## config.mk

```make
export PLATFORM = sky130hd
export DESIGN_NAME = alu_wb_stage
export DESIGN_NICKNAME = d
export VERILOG_FILES = /design/src/rtl/alu_pkg.sv /design/src/rtl/alu_wb_fifo.sv /design/src/rtl/alu_wb_stage.sv
export SDC_FILE = /design/constraint.sdc
export NUM_CORES = 1
export LEC_CHECK = 0
export CAP_MARGIN = 5
export CORE_MARGIN = 2
export CORE_UTILIZATION = 45
export DETAILED_ROUTE_END_ITERATION = 16
export PLACE_DENSITY = 0.73
export SYNTH_ARGS = -nofsm -noshare
export SYNTH_HDL_FRONTEND = slang
export SYNTH_SLANG_ARGS = --single-unit
export TNS_END_PERCENT = 1
```

## constraint.sdc

```tcl
create_clock -name clk -period 1.7 [get_ports clk]
set_input_delay 0.425 -clock clk [delete_from_list [all_inputs] [get_ports clk]]
set_output_delay 0.425 -clock clk [all_outputs]
set_load 0.005 [all_outputs]
```

## src/rtl/alu_pkg.sv

```systemverilog
// -----------------------------------------------------------------------------
// alu_pkg
//   Shared types for the 4-bit ALU and its writeback stage.
//   - opcode_t   : ALU operation encoding
//   - wb_entry_t : one buffered writeback entry {result, dest, err}
//   - DATA_W_DEFAULT / REG_W_DEFAULT : widths the entry struct is built from.
//     Modules exposing DATA_W/REG_W parameters default to these values and
//     must be instantiated with matching widths.
//   - opcode_updates_v() : which opcodes own the overflow flag
// -----------------------------------------------------------------------------
package alu_pkg;

  localparam int DATA_W_DEFAULT = 4;
  localparam int REG_W_DEFAULT  = 3;

  typedef enum logic [1:0] {
    OP_ADD  = 2'b00,
    OP_SUB  = 2'b01,
    OP_NAND = 2'b10,
    OP_XOR  = 2'b11
  } opcode_t;

  typedef struct packed {
    logic [DATA_W_DEFAULT-1:0] result;
    logic [REG_W_DEFAULT-1:0]  dest;
    logic                      err;
  } wb_entry_t;

  // Only arithmetic operations can overflow, so only they write V. Logic
  // operations leave the previous V in place.
  function automatic logic opcode_updates_v(input opcode_t op);
    return (op == OP_ADD) || (op == OP_SUB);
  endfunction

endpackage

```

## src/rtl/alu_wb_fifo.sv

```systemverilog
// -----------------------------------------------------------------------------
// alu_wb_fifo
//   In-order DEPTH-entry FIFO of wb_entry_t with valid/ready on both sides.
//   No bypass: an entry written in cycle T is visible at out_entry in T+1.
//   in_ready depends only on the registered count (no out_ready through-path),
//   so a pop on a full FIFO does not admit a push in the same cycle.
//
// Ports:
//   clk, rst_n            clock, asynchronous active-low reset
//   in_valid / in_ready   write handshake
//   in_entry              entry to write
//   out_valid / out_ready read handshake
//   out_entry             head entry (zero while empty)
// -----------------------------------------------------------------------------
module alu_wb_fifo
  import alu_pkg::*;
#(
  parameter int DEPTH = 2            // power of two, >= 2
) (
  input  logic      clk,
  input  logic      rst_n,
  input  logic      in_valid,
  output logic      in_ready,
  input  wb_entry_t in_entry,
  output logic      out_valid,
  input  logic      out_ready,
  output wb_entry_t out_entry
);

  localparam int PTR_W = $clog2(DEPTH);
  localparam int CNT_W = $clog2(DEPTH + 1);

  logic [PTR_W-1:0] wr_ptr;
  logic [PTR_W-1:0] rd_ptr;
  logic [CNT_W-1:0] count;
  wb_entry_t        mem [DEPTH];

  logic push;
  logic pop;

  assign in_ready  = (count != CNT_W'(DEPTH));
  assign out_valid = (count != '0);
  assign push      = in_valid  & in_ready;
  assign pop       = out_valid & out_ready;

  // Pointers are exactly log2(DEPTH) bits, so incrementing wraps modulo DEPTH.
  // NOTE: sequential state uses non-blocking assignments so every register
  // samples pre-edge values regardless of statement order.
  always_ff @(posedge clk or negedge rst_n) begin
    if (!rst_n) begin
      wr_ptr <= '0;
      rd_ptr <= '0;
      count  <= '0;
    end else begin
      if (push) wr_ptr <= wr_ptr + 1'b1;
      if (pop)  rd_ptr <= rd_ptr + 1'b1;
      unique case ({push, pop})
        2'b10:   count <= count + 1'b1;
        2'b01:   count <= count - 1'b1;
        default: count <= count;
      endcase
    end
  end

  // NOTE: the storage array has no reset; its contents are unobservable until
  // written because out_entry is masked by out_valid, and leaving it unreset
  // lets it map onto plain flops or distributed RAM.
  always_ff @(posedge clk) begin
    if (push) mem[wr_ptr] <= in_entry;
  end

  // Masking keeps the outputs at zero after reset and while empty. While a
  // head entry waits for out_ready, rd_ptr and that slot are both frozen
  // (a push can only target a different slot), so the outputs hold stable.
  assign out_entry = out_valid ? mem[rd_ptr] : '0;

endmodule

```

## src/rtl/alu_wb_stage.sv

```systemverilog
// -----------------------------------------------------------------------------
// alu_wb_stage
//   Writeback stage behind the 4-bit ALU. Accepts {result, err, opcode, dest}
//   via valid/ready, buffers entries in an in-order FIFO for the register-file
//   write port, and maintains the architectural Z/N/V flags from accepted
//   results (registered, visible the cycle after the push).
//
//   Optional build macro ALU_WB_ERRCNT_EN adds err_cnt: a saturating count of
//   accepted results carrying err=1.
//
// Ports:
//   clk, rst_n                          clock, asynchronous active-low reset
//   in_valid, in_ready                  upstream handshake
//   in_result, in_err, in_opcode, in_dest  ALU result fields
//   out_valid, out_ready                writeback handshake
//   out_result, out_dest, out_err       head entry fields
//   flag_z, flag_n, flag_v              condition flags
//   err_cnt  [7:0]                      (ALU_WB_ERRCNT_EN only) overflow count
// -----------------------------------------------------------------------------
module alu_wb_stage
  import alu_pkg::*;
#(
  parameter int DATA_W = DATA_W_DEFAULT,  // must match wb_entry_t.result
  parameter int REG_W  = REG_W_DEFAULT,   // must match wb_entry_t.dest
  parameter int DEPTH  = 2
) (
  input  logic              clk,
  input  logic              rst_n,
  input  logic              in_valid,
  output logic              in_ready,
  input  logic [DATA_W-1:0] in_result,
  input  logic              in_err,
  input  logic [1:0]        in_opcode,
  input  logic [REG_W-1:0]  in_dest,
  output logic              out_valid,
  input  logic              out_ready,
  output logic [DATA_W-1:0] out_result,
  output logic [REG_W-1:0]  out_dest,
  output logic              out_err,
  output logic              flag_z,
  output logic              flag_n,
`ifdef ALU_WB_ERRCNT_EN
  output logic [7:0]        err_cnt,
`endif
  output logic              flag_v
);

  wb_entry_t in_entry;
  wb_entry_t out_entry;
  opcode_t   op;
  logic      push;

  assign in_entry = '{result: in_result, dest: in_dest, err: in_err};
  assign op       = opcode_t'(in_opcode);
  assign push     = in_valid & in_ready;

  alu_wb_fifo #(
    .DEPTH (DEPTH)
  ) u_fifo (
    .clk       (clk),
    .rst_n     (rst_n),
    .in_valid  (in_valid),
    .in_ready  (in_ready),
    .in_entry  (in_entry),
    .out_valid (out_valid),
    .out_ready (out_ready),
    .out_entry (out_entry)
  );

  assign out_result = out_entry.result;
  assign out_dest   = out_entry.dest;
  assign out_err    = out_entry.err;

  // Flags follow accepted results in program order, independent of when the
  // writeback side drains the FIFO.
  always_ff @(posedge clk or negedge rst_n) begin
    if (!rst_n) begin
      flag_z <= 1'b0;
      flag_n <= 1'b0;
      flag_v <= 1'b0;
    end else if (push) begin
      flag_z <= (in_result == '0);
      flag_n <= in_result[DATA_W-1];
      if (opcode_updates_v(op)) flag_v <= in_err;
    end
  end

`ifdef ALU_WB_ERRCNT_EN
  always_ff @(posedge clk or negedge rst_n) begin
    if (!rst_n) begin
      err_cnt <= '0;
    end else if (push && in_err && (err_cnt != 8'hFF)) begin
      err_cnt <= err_cnt + 1'b1;
    end
  end
`endif

endmodule
```

# Word level (Yosys, flattened, before mapping)
# Memories as Yosys holds them, arrays and structs flattened.
# Index checks and enable logic that the tools add are counted.
dict set report classes {
  n_addsub 4
  n_eq_ne 4
  n_mux 4
  bitwise 2
  reduce_logical 6
}
# cell count
set ops {}
lappend ops {{8-bit 2-to-1 mux} 1}
lappend ops {{2-bit by 1-bit equality test with 1-bit output, second input constant} 2}
lappend ops {{4-bit zero test} 1}
lappend ops {{2-bit case mux with 2 select lines} 1}
lappend ops {{2-bit nonzero test} 2}
lappend ops {{1-bit adder, second input constant} 2}
lappend ops {{2-bit by 1-bit adder with 2-bit output, second input constant} 1}
lappend ops {{1-bit bitwise AND} 2}
lappend ops {{2-bit equality test, second input constant} 1}
lappend ops {{2-bit zero test} 1}
lappend ops {{1-bit 2-to-1 mux} 2}
lappend ops {{2-bit inequality test, second input constant} 1}
lappend ops {{2-bit AND reduction} 1}
lappend ops {{2-bit by 1-bit subtractor with 2-bit output, second input constant} 1}
lappend ops {{1-bit logical OR} 1}
dict set report totals {
  reg_bits 7
  ram_bits 16
  in_bits 14
  out_inout_bits 13
  elab_cells 27
  memories 1
}
# memory words word_bits read_ports rd_clocked_by_memory_dff wr line
set memory_table {}
lappend memory_table {u_fifo.mem 2 8 1 0 1 alu_wb_fifo.sv:36} ;# wb_entry_t mem [DEPTH];

# Depth between registers and ports, before layout
# Gate-level depths: netlist (run 1).
dict set report depth {
  depth_word 4
  mapped_depth 6
}

# Modules after synthesis
# From an unflattened synthesis (run 1), not the netlist that was laid out.
dict set report hier_totals {
  cells_unflattened 60
  hier_area_um2 924.6
}
# module n_inst cells_each area_per_inst_um2 seq_area_each_um2
set by_module_without_submodules {}
lappend by_module_without_submodules {alu_wb_fifo 1 51 794.5 580.6}
lappend by_module_without_submodules {alu_wb_stage 1 9 130.1 75.1}

# Least setup slack after synthesis (run 1)
# No wires, ideal clock.
dict set report synth_path {
  path_kind {flip-flop to flip-flop}
  from {register u_fifo.count[0]}
  to {register u_fifo.count[1]}
  setup_ns 0.079
  arrival_ns 1.361
  slack_ns 0.260
  stages_incl_launch_ff 6
  period_less_slack_ns 1.440
  cell_sequence {dfrtp_1 nor2_2 nor2b_2 ha_1 nor2_1 xor2_1}
}
dict set report synth_between {
  elab_chain_cells 4
}
# item line
set synth_lines {}
lappend synth_lines {{start, declared} alu_wb_fifo.sv:35} ;# logic [CNT_W-1:0] count;
lappend synth_lines {{start signal, assigned} alu_wb_fifo.sv:58} ;# 2'b10: count <= count + 1'b1;
lappend synth_lines {{start signal, assigned} alu_wb_fifo.sv:59} ;# 2'b01: count <= count - 1'b1;
lappend synth_lines {{start signal, assigned} alu_wb_fifo.sv:60} ;# default: count <= count;
lappend synth_lines {{2-bit nonzero test (*)} alu_wb_fifo.sv:42} ;# assign out_valid = (count != '0);
lappend synth_lines {{1-bit bitwise AND (*)} alu_wb_fifo.sv:44} ;# assign pop = out_valid & out_ready;
lappend synth_lines {{net u_fifo.pop} alu_wb_fifo.sv:39} ;# logic pop;
lappend synth_lines {{2-bit by 1-bit equality test with 1-bit output / 2-bit equality test (equally long branches)} alu_wb_fifo.sv:57} ;# unique case ({push, pop})
lappend synth_lines {{2-bit case mux with 2 select lines / 2-bit nonzero test (equally long branches)} n/a}
# Mark *: on every way through the listed nets, which the timed path passes. The rest lies on a longest branch.
# A chain may end at the register's enable or synchronous reset.

# Final worst setup path (run 1)
dict set report layout_path {
  from {register u_fifo.count[0]}
  to {output in_ready}
}
dict set report layout_between {
  elab_chain_cells 1
}
# item line
set layout_lines {}
lappend layout_lines {{2-bit inequality test} alu_wb_fifo.sv:41} ;# assign in_ready = (count != CNT_W'(DEPTH));
lappend layout_lines {{end, declared} alu_wb_stage.sv:30} ;# output logic in_ready,
# No other way between the ends.

==> flow_summary.toml, run 1 <==
[clock_tree]
cts_tree = "yes"
clockRootBuffer = "sky130_fd_sc_hd__clkbuf_4"
cts.sink_count = 23
h-tree-depth = 1
postCtsHoldBufs = 0
reg_clk_slew_reported_paths_ns = 0.12
clk-insertion-delay-late_ns = 0.30
max-clock-path-buffers = 2
cts_made_buffers = 3

[yosys]
synth_fa_ha_area_share_pct = 1.325
synth_top_family_by_area = "multiplexers"
post_synth_main_area_contributors = "sky130_fd_sc_hd__edfxtp_1 51%, sky130_fd_sc_hd__dfrtp_1 19%, sky130_fd_sc_hd__mux2i_1 8.5%, sky130_fd_sc_hd__mux2_4 4.8%, sky130_fd_sc_hd__nor2_1 4.0%"
yosys_register_bits = 23
yosysSeqAreaShare_pct = 69.40
syn_nets = 74
synth_xor_xnor_area_share_pct = 4.636
synth_area_leader_cell = "sky130_fd_sc_hd__edfxtp_1"
synth_simple_gate_area_share_pct = 10.46
post_synth.cell_area_avg_sq_um = 16.01
synthesized_area_fraction_occupied_by_ao_oa_aoi_and_oai_cells_pct = 0
postSynthCellCount = 59
number_of_enable_type_register_cells_in_the_synthesized_netlist = 16
synth.cell_area_sq_um = 944.7
synth.top_cell.area_share_pct = 50.86
synth_cell_types = 17
synth_flop_cell = "sky130_fd_sc_hd__edfxtp_1"
synth-async-reset-ratio_pct = 30.43
synth.yosys.warnings = 0
proportion_of_synthesized_area_in_mux_cells_pct = 13.25

[pwr]
p_seq_share_pct = 39.5
leakagePower_nw = 0.5613
intPower_mw = 1.489
switching_share_pct = 30.87
ir_worst_vdd_v = 0.0009852
switching_power_mw = 0.6651
power.clock.fraction_pct = 11.0
comb_pwr_share_pct = 49.5
power.density_cell_area_nw_per_um2 = 1618

[worst_setup_path]
crit_path_frequent_cell = "sky130_fd_sc_hd__buf_4"
crit_type = "reg -> out"
rr_worst_depth = 8
critical_path_cell_sequence = "buf_4 -> buf_4 -> nand2b_4 -> clkbuf_2"
timing.reg2reg.setup_slack_ns = 0.12
worst_setup_path_start_kind = "register"
cp_data_required_time_ns = 1.27
crit_fanout = 4
worst_setup_path_startpoint = "u_fifo.count[0]"
critical_path.endpoint_type = "output port"
timing.rr.start = "u_fifo.count[0]"
worst_path_cell_with_the_longest_stage_delay = "sky130_fd_sc_hd__dfrtp_1"
worst_path_dominant_cell_family = "flip-flops"
critPathBufInv = 3
crit-reg2reg-capture = "u_fifo.count[1]"
critPathArrivalTime_ns = 1.26
max_stage_delay_ns = 0.42

[final_layout]
design.final.nets = 116
register_area_sq_um = 655.6
layout.filler_cells = 167
non_filler_cells_in_the_finished_layout = 127
inserted_diodes = 0
post_route_cells_drive_above_1_share_pct = 37.00
multi_input_comb_area_sq_um = 292.8
flow.area_growth_from_synthesis_pct = 40.93

[placement]
gp_congestion = 0.7123
detailedPlacementHpwl_mm = 1.213
placed_cells = 119
placement.io_buffers = 25

[grt]
grt_antenna_before_repair = 0
via_count_of_the_first_global_routing_pass = 661
grt_usage_pct = 14.95
first_pass_grt_wire_length_mm = 2.766
globalRouteOverflowTotal = 0
grt_max_degree = 13

[run]
timing.max_cap.violations = 0

[detailed_routing]
drcViolationCount = 0
drt_pre_antenna_iters = 4
routedWlPerCell_um = 12.72
routed_via_density = 4.661
vias = 592
drt-initial-drc-count = 7
drt-total-wl_mm = 1.615
ant_nets = 0

[floorplan]
core-area_sq_um = 1962
chipWidth_um = 49.82
io_pins = 27
rows = 16
die_area_sq_um = 2482
starting_utilization_of_the_core_area_pct = 48.15
die_h_um = 49.82

[run_status]
status = "completed"

[timing]
finalHoldViolations = 0
timing.setup.tns_ns = 0
final.period_utilization_pct = 98.95
timing_worst_slew_pin_value_ns = 0.3310
slew_headroom_pct = 77.86
fmax_mhz = 594.5
timing.clock.skew_ns = 0.01390
slew_violations = 0
timing.final.setup_violations = 0
rsz0062_at_grt = "true"
period_minus_slack_ns = 1.682

[hold_path]
worstHoldPathType = "in -> async"
[power by group through the flow]
stage	clock network [mW]	registers [mW]	logic [mW]
global route	0.274	0.871	1.17
finish	0.237	0.851	1.07
floorplan	0	0.862	0.483
global placement	0	0.851	1.03
detailed placement	0	0.859	1.06
CTS	0.243	0.847	1.08
[worst max path at each step]
stage	endpoint	slack (ns)	depth (start not counted)
finish	in_ready	0.02	4
detailed placement	u_fifo.count[1]	-0.02	5
global route	out_result[3]	-0.04	5
CTS	in_ready	-0.07	4
floorplan	u_fifo.count[1]	0.26	5
global placement	u_fifo.count[1]	0.01	5
[flip-flops by register name, indices dropped and copies added, names as in the netlist]
name / cells
flag_v: 1
u_fifo.mem: 16
u_fifo.wr_ptr: 1
flag_z: 1
u_fifo.rd_ptr: 1
u_fifo.count: 2
flag_n: 1
[routing by layer]
metal	track usage, %	part of all wire, %	vias to the layer above
met3	5.152	5.5	0
met2	25.33	53	15
met5	0	0	-
li1	-	-	292
met1	17.61	42	285
met4	5.093	0	0
[cell usage in the layout, fill, tap and decap left out, types with 3 or more instances in the layout]
master,count
sky130_fd_sc_hd__edfxtp_1,16
sky130_fd_sc_hd__clkdlybuf4s50_1,15
sky130_fd_sc_hd__buf_4,11
sky130_fd_sc_hd__clkbuf_2,9
sky130_fd_sc_hd__nor2_1,8
sky130_fd_sc_hd__dfrtp_1,7
sky130_fd_sc_hd__mux2i_1,6
sky130_fd_sc_hd__nor2_2,3
sky130_fd_sc_hd__mux2_4,3
sky130_fd_sc_hd__xnor2_1,3
sky130_fd_sc_hd__clkbuf_4,3
[worst reg2reg max path, delay by kind of cell, from the launching register on]
family / cells / cell delay, ns
adder cells (fa/ha/maj): 1 / 0.32
XOR/XNOR: 1 / 0.16
flip-flops: 1 / 0.42
buffers and inverters: 3 / 0.33
AND/OR/NAND/NOR: 3 / 0.29
[kinds of logic (layout without fill, tap and decap cells)]
kind of cell | count (synthesis) | after routing
flip-flops | 23 | 23
AND/OR/NAND/NOR | 17 | 17
multiplexers | 11 | 11
XOR/XNOR | 5 | 5
buffers and inverters | 2 | 43
adder cells (fa/ha/maj) | 1 | 1
[what timing repair did]
item | 4_1_cts | 5_1_grt
endpoints found under the hold margin | 0 | 0
resized for setup | 20 | 14
pin swaps | 1 | 1
endpoints found under the setup margin | 10 | 10
buffers inserted | 2 | 2
[final cells by class]
type | instances | area share [%]
timing repair buffer | 38 | 23.97
clock buffer | 4 | 1.974
inverter | 1 | 0.2820
multi-input combinational | 34 | 21.99
sequential | 23 | 49.25
tap | 27 | 2.538
[cells in the mapped netlist, types with 2 or more instances]
cell type,count
sky130_fd_sc_hd__xnor2_1,3
sky130_fd_sc_hd__nor2_1,10
sky130_fd_sc_hd__xor2_1,2
sky130_fd_sc_hd__mux2_4,3
sky130_fd_sc_hd__edfxtp_1,16
sky130_fd_sc_hd__dfrtp_1,7
sky130_fd_sc_hd__mux2i_1,8
[metrics by stage]
stage | cell area [sq um] | hold slack (ns) | setup slack [ns] | util [%] | power, mW
3_3_place_gp | 1291 | 0.4833 | 0.01462 | 65.82 | 1.882
3_5_place_dp | 1291 | 0.4888 | -0.01975 | 65.82 | 1.914
5_1_grt | 1331 | 0.3734 | -0.04433 | 67.86 | 2.317
2_1_floorplan | 944.7 | 0.1294 | 0.2596 | - | 1.345
4_1_cts | 1348 | 0.3824 | -0.06922 | 68.69 | 2.169
6_report | 1331 | 0.3708 | 0.01783 | 67.86 | 2.154
(Power assumes the default switching activity.)
==> run 2, diff against run 1 <==
- CAP_MARGIN: 5 -> 20
- CORE_UTILIZATION: 45 -> 29
- PLACE_DENSITY: 0.73 -> 0.5
==> run 2 against run 1 <==
Net effect:
- clock skew decreased by 0.0078 ns
- critical endpoint unchanged
- critical path type unchanged
- clock power increased by 4%
- maximum frequency increased by 0.13%
- final cell count increased by 15%
==> flow_summary.toml, run 2 (same netlist as run 1, synthesis figures left out) <==
[clock_tree]
reg_clk_slew_reported_paths_ns = 0.13
cts.sink_count = 23
cts_tree = "yes"
max-clock-path-buffers = 2
clk-insertion-delay-late_ns = 0.30
cts_made_buffers = 3
h-tree-depth = 1
clockRootBuffer = "sky130_fd_sc_hd__clkbuf_4"

[placement]
detailedPlacementHpwl_mm = 1.261
placement.io_buffers = 25
gp_congestion = 0.6562
placed_cell_area_sq_um = 1320

[worst_setup_path]
worst_path_cell_with_the_longest_stage_delay = "sky130_fd_sc_hd__dfrtp_1"
worst_setup_path_start_kind = "register"
max_stage_delay_ns = 0.43
critical_path_cell_sequence = "buf_4 -> buf_6 -> nand2b_4 -> clkbuf_2"
worst_path_dominant_cell_family = "flip-flops"
rr_worst_depth = 8
critPathBufInv = 3
cp_data_required_time_ns = 1.27
worst_setup_path_startpoint = "u_fifo.count[0]"
timing.reg2reg.setup_slack_ns = 0.13
crit_type = "reg -> out"
timing.rr.start = "u_fifo.count[0]"
critPathArrivalTime_ns = 1.25
crit_fanout = 4
critical_path.endpoint_type = "output port"
crit-reg2reg-capture = "u_fifo.count[1]"

[final_layout]
layout.filler_cells = 310
flow.area_growth_from_synthesis_pct = 45.17
inserted_diodes = 0
regMostFlops = "u_fifo.mem"
reg.largest.list = "u_fifo.mem x16, u_fifo.count x2"
largest_reg_flops = 16
post_route_cells_drive_above_1_share_pct = 37.25
mostFrequentLayoutCell = "sky130_fd_sc_hd__edfxtp_1"
post_layout_utilization_of_the_core_pct = 44.55
finalInstanceArea_sq_um = 1371
multi_input_comb_area_sq_um = 294.0
design.final.nets = 118
register_area_sq_um = 655.6
most-common-layout-cells = "16 x sky130_fd_sc_hd__edfxtp_1, 15 x sky130_fd_sc_hd__clkdlybuf4s50_1, 10 x sky130_fd_sc_hd__buf_4"

[grt]
via_count_of_the_first_global_routing_pass = 620
grt_antenna_before_repair = 0
grt_max_degree = 13
globalRouteOverflowTotal = 0
grt_usage_pct = 10.28
first_pass_grt_wire_length_mm = 2.711

[detailed_routing]
vias = 600
drt_pre_antenna_iters = 4
routedWlPerCell_um = 11.34
drt-initial-drc-count = 15
routed_via_density = 4.110
drcViolationCount = 0
ant_nets = 0
drt-total-wl_mm = 1.656

[floorplan]
die_h_um = 61.08
io_pins = 27
core-area_sq_um = 3078
chipWidth_um = 61.08
die_area_sq_um = 3730
rows = 20
starting_utilization_of_the_core_area_pct = 30.69

[run_status]
status = "completed"

[timing]
timing.setup.tns_ns = 0
final.period_utilization_pct = 98.82
rsz0062_at_grt = "true"
fmax_mhz = 595.3
slew_violations = 0
finalHoldViolations = 0
timing.final.setup_violations = 0
slew_headroom_pct = 76.50
timing.clock.skew_ns = 0.006086
timing_worst_slew_pin_value_ns = 0.3514
period_minus_slack_ns = 1.680

[pwr]
p_total_mw = 2.195
leakagePower_nw = 0.5749
ir_worst_vdd_v = 0.0006056
power.density_cell_area_nw_per_um2 = 1600

[hold_path]
worstHoldPathType = "in -> async"

[run]
timing.max_cap.violations = 0
run 2: worst max-delay path by stage:
stage	depth (start not counted)	slack, ns	end
after floorplan	5	0.26	u_fifo.count[1]
after CTS	5	-0.14	out_dest[1]
after global routing	5	-0.04	out_result[0]
after detailed placement	4	-0.02	out_result[2]
final	4	0.02	in_ready
after global placement	4	-0.008	out_result[2]
run 2: through the flow:
step	std cells	setup WS [ns]	hold slack (ns)
6_report	146	0.02008	0.3763
5_1_grt	146	-0.04020	0.3816
4_1_cts	146	-0.1438	0.3876
3_5_place_dp	137	-0.02042	0.4925
3_3_place_gp	137	-0.008087	0.4805
2_1_floorplan	59	0.2596	0.1294
run 2: repair_timing:
| item | CTS | global route |
|---|---|---|
| hold endpoints to repair | 0 | 0 |
| gates resized for setup | 37 | 11 |
| endpoints found under the setup margin | 10 | 10 |
| setup buffers | 5 | 2 |
| pin swaps | 2 | 6 |
| hold buffers | 0 | 0 |
run 2: worst register-to-register path, cell delays in order (launching register included):
cell	delay, ns
sky130_fd_sc_hd__dfrtp_1	0.41
sky130_fd_sc_hd__nor2_4	0.06
sky130_fd_sc_hd__buf_6	0.12
sky130_fd_sc_hd__buf_4	0.12
sky130_fd_sc_hd__buf_4	0.12
sky130_fd_sc_hd__nor2b_2	0.13
sky130_fd_sc_hd__ha_1	0.27
sky130_fd_sc_hd__nor2_1	0.14
sky130_fd_sc_hd__xor2_1	0.15
run 2: layout make-up:
cell class | instances | area share (%)
clock buffer | 4 | 1.916
inverter | 1 | 0.2737
multi-input combinational | 34 | 21.44
sequential | 23 | 47.81
tap | 44 | 4.015
timing repair buffer | 40 | 24.54
run 2: power breakdown:
part	total, mW	internal [mW]	switching (mW)
logic	1.09	0.647	0.442
registers	0.859	0.779	0.0795
clock network	0.247	0.0913	0.156
run 2: routing by layer:
layer	track usage [%]	routed length, um	up-vias
li1	-	-	295
met5	0	0	-
met2	17.93	884	10
met3	1.891	72	2
met1	12.30	684	293
met4	4.658	15	0
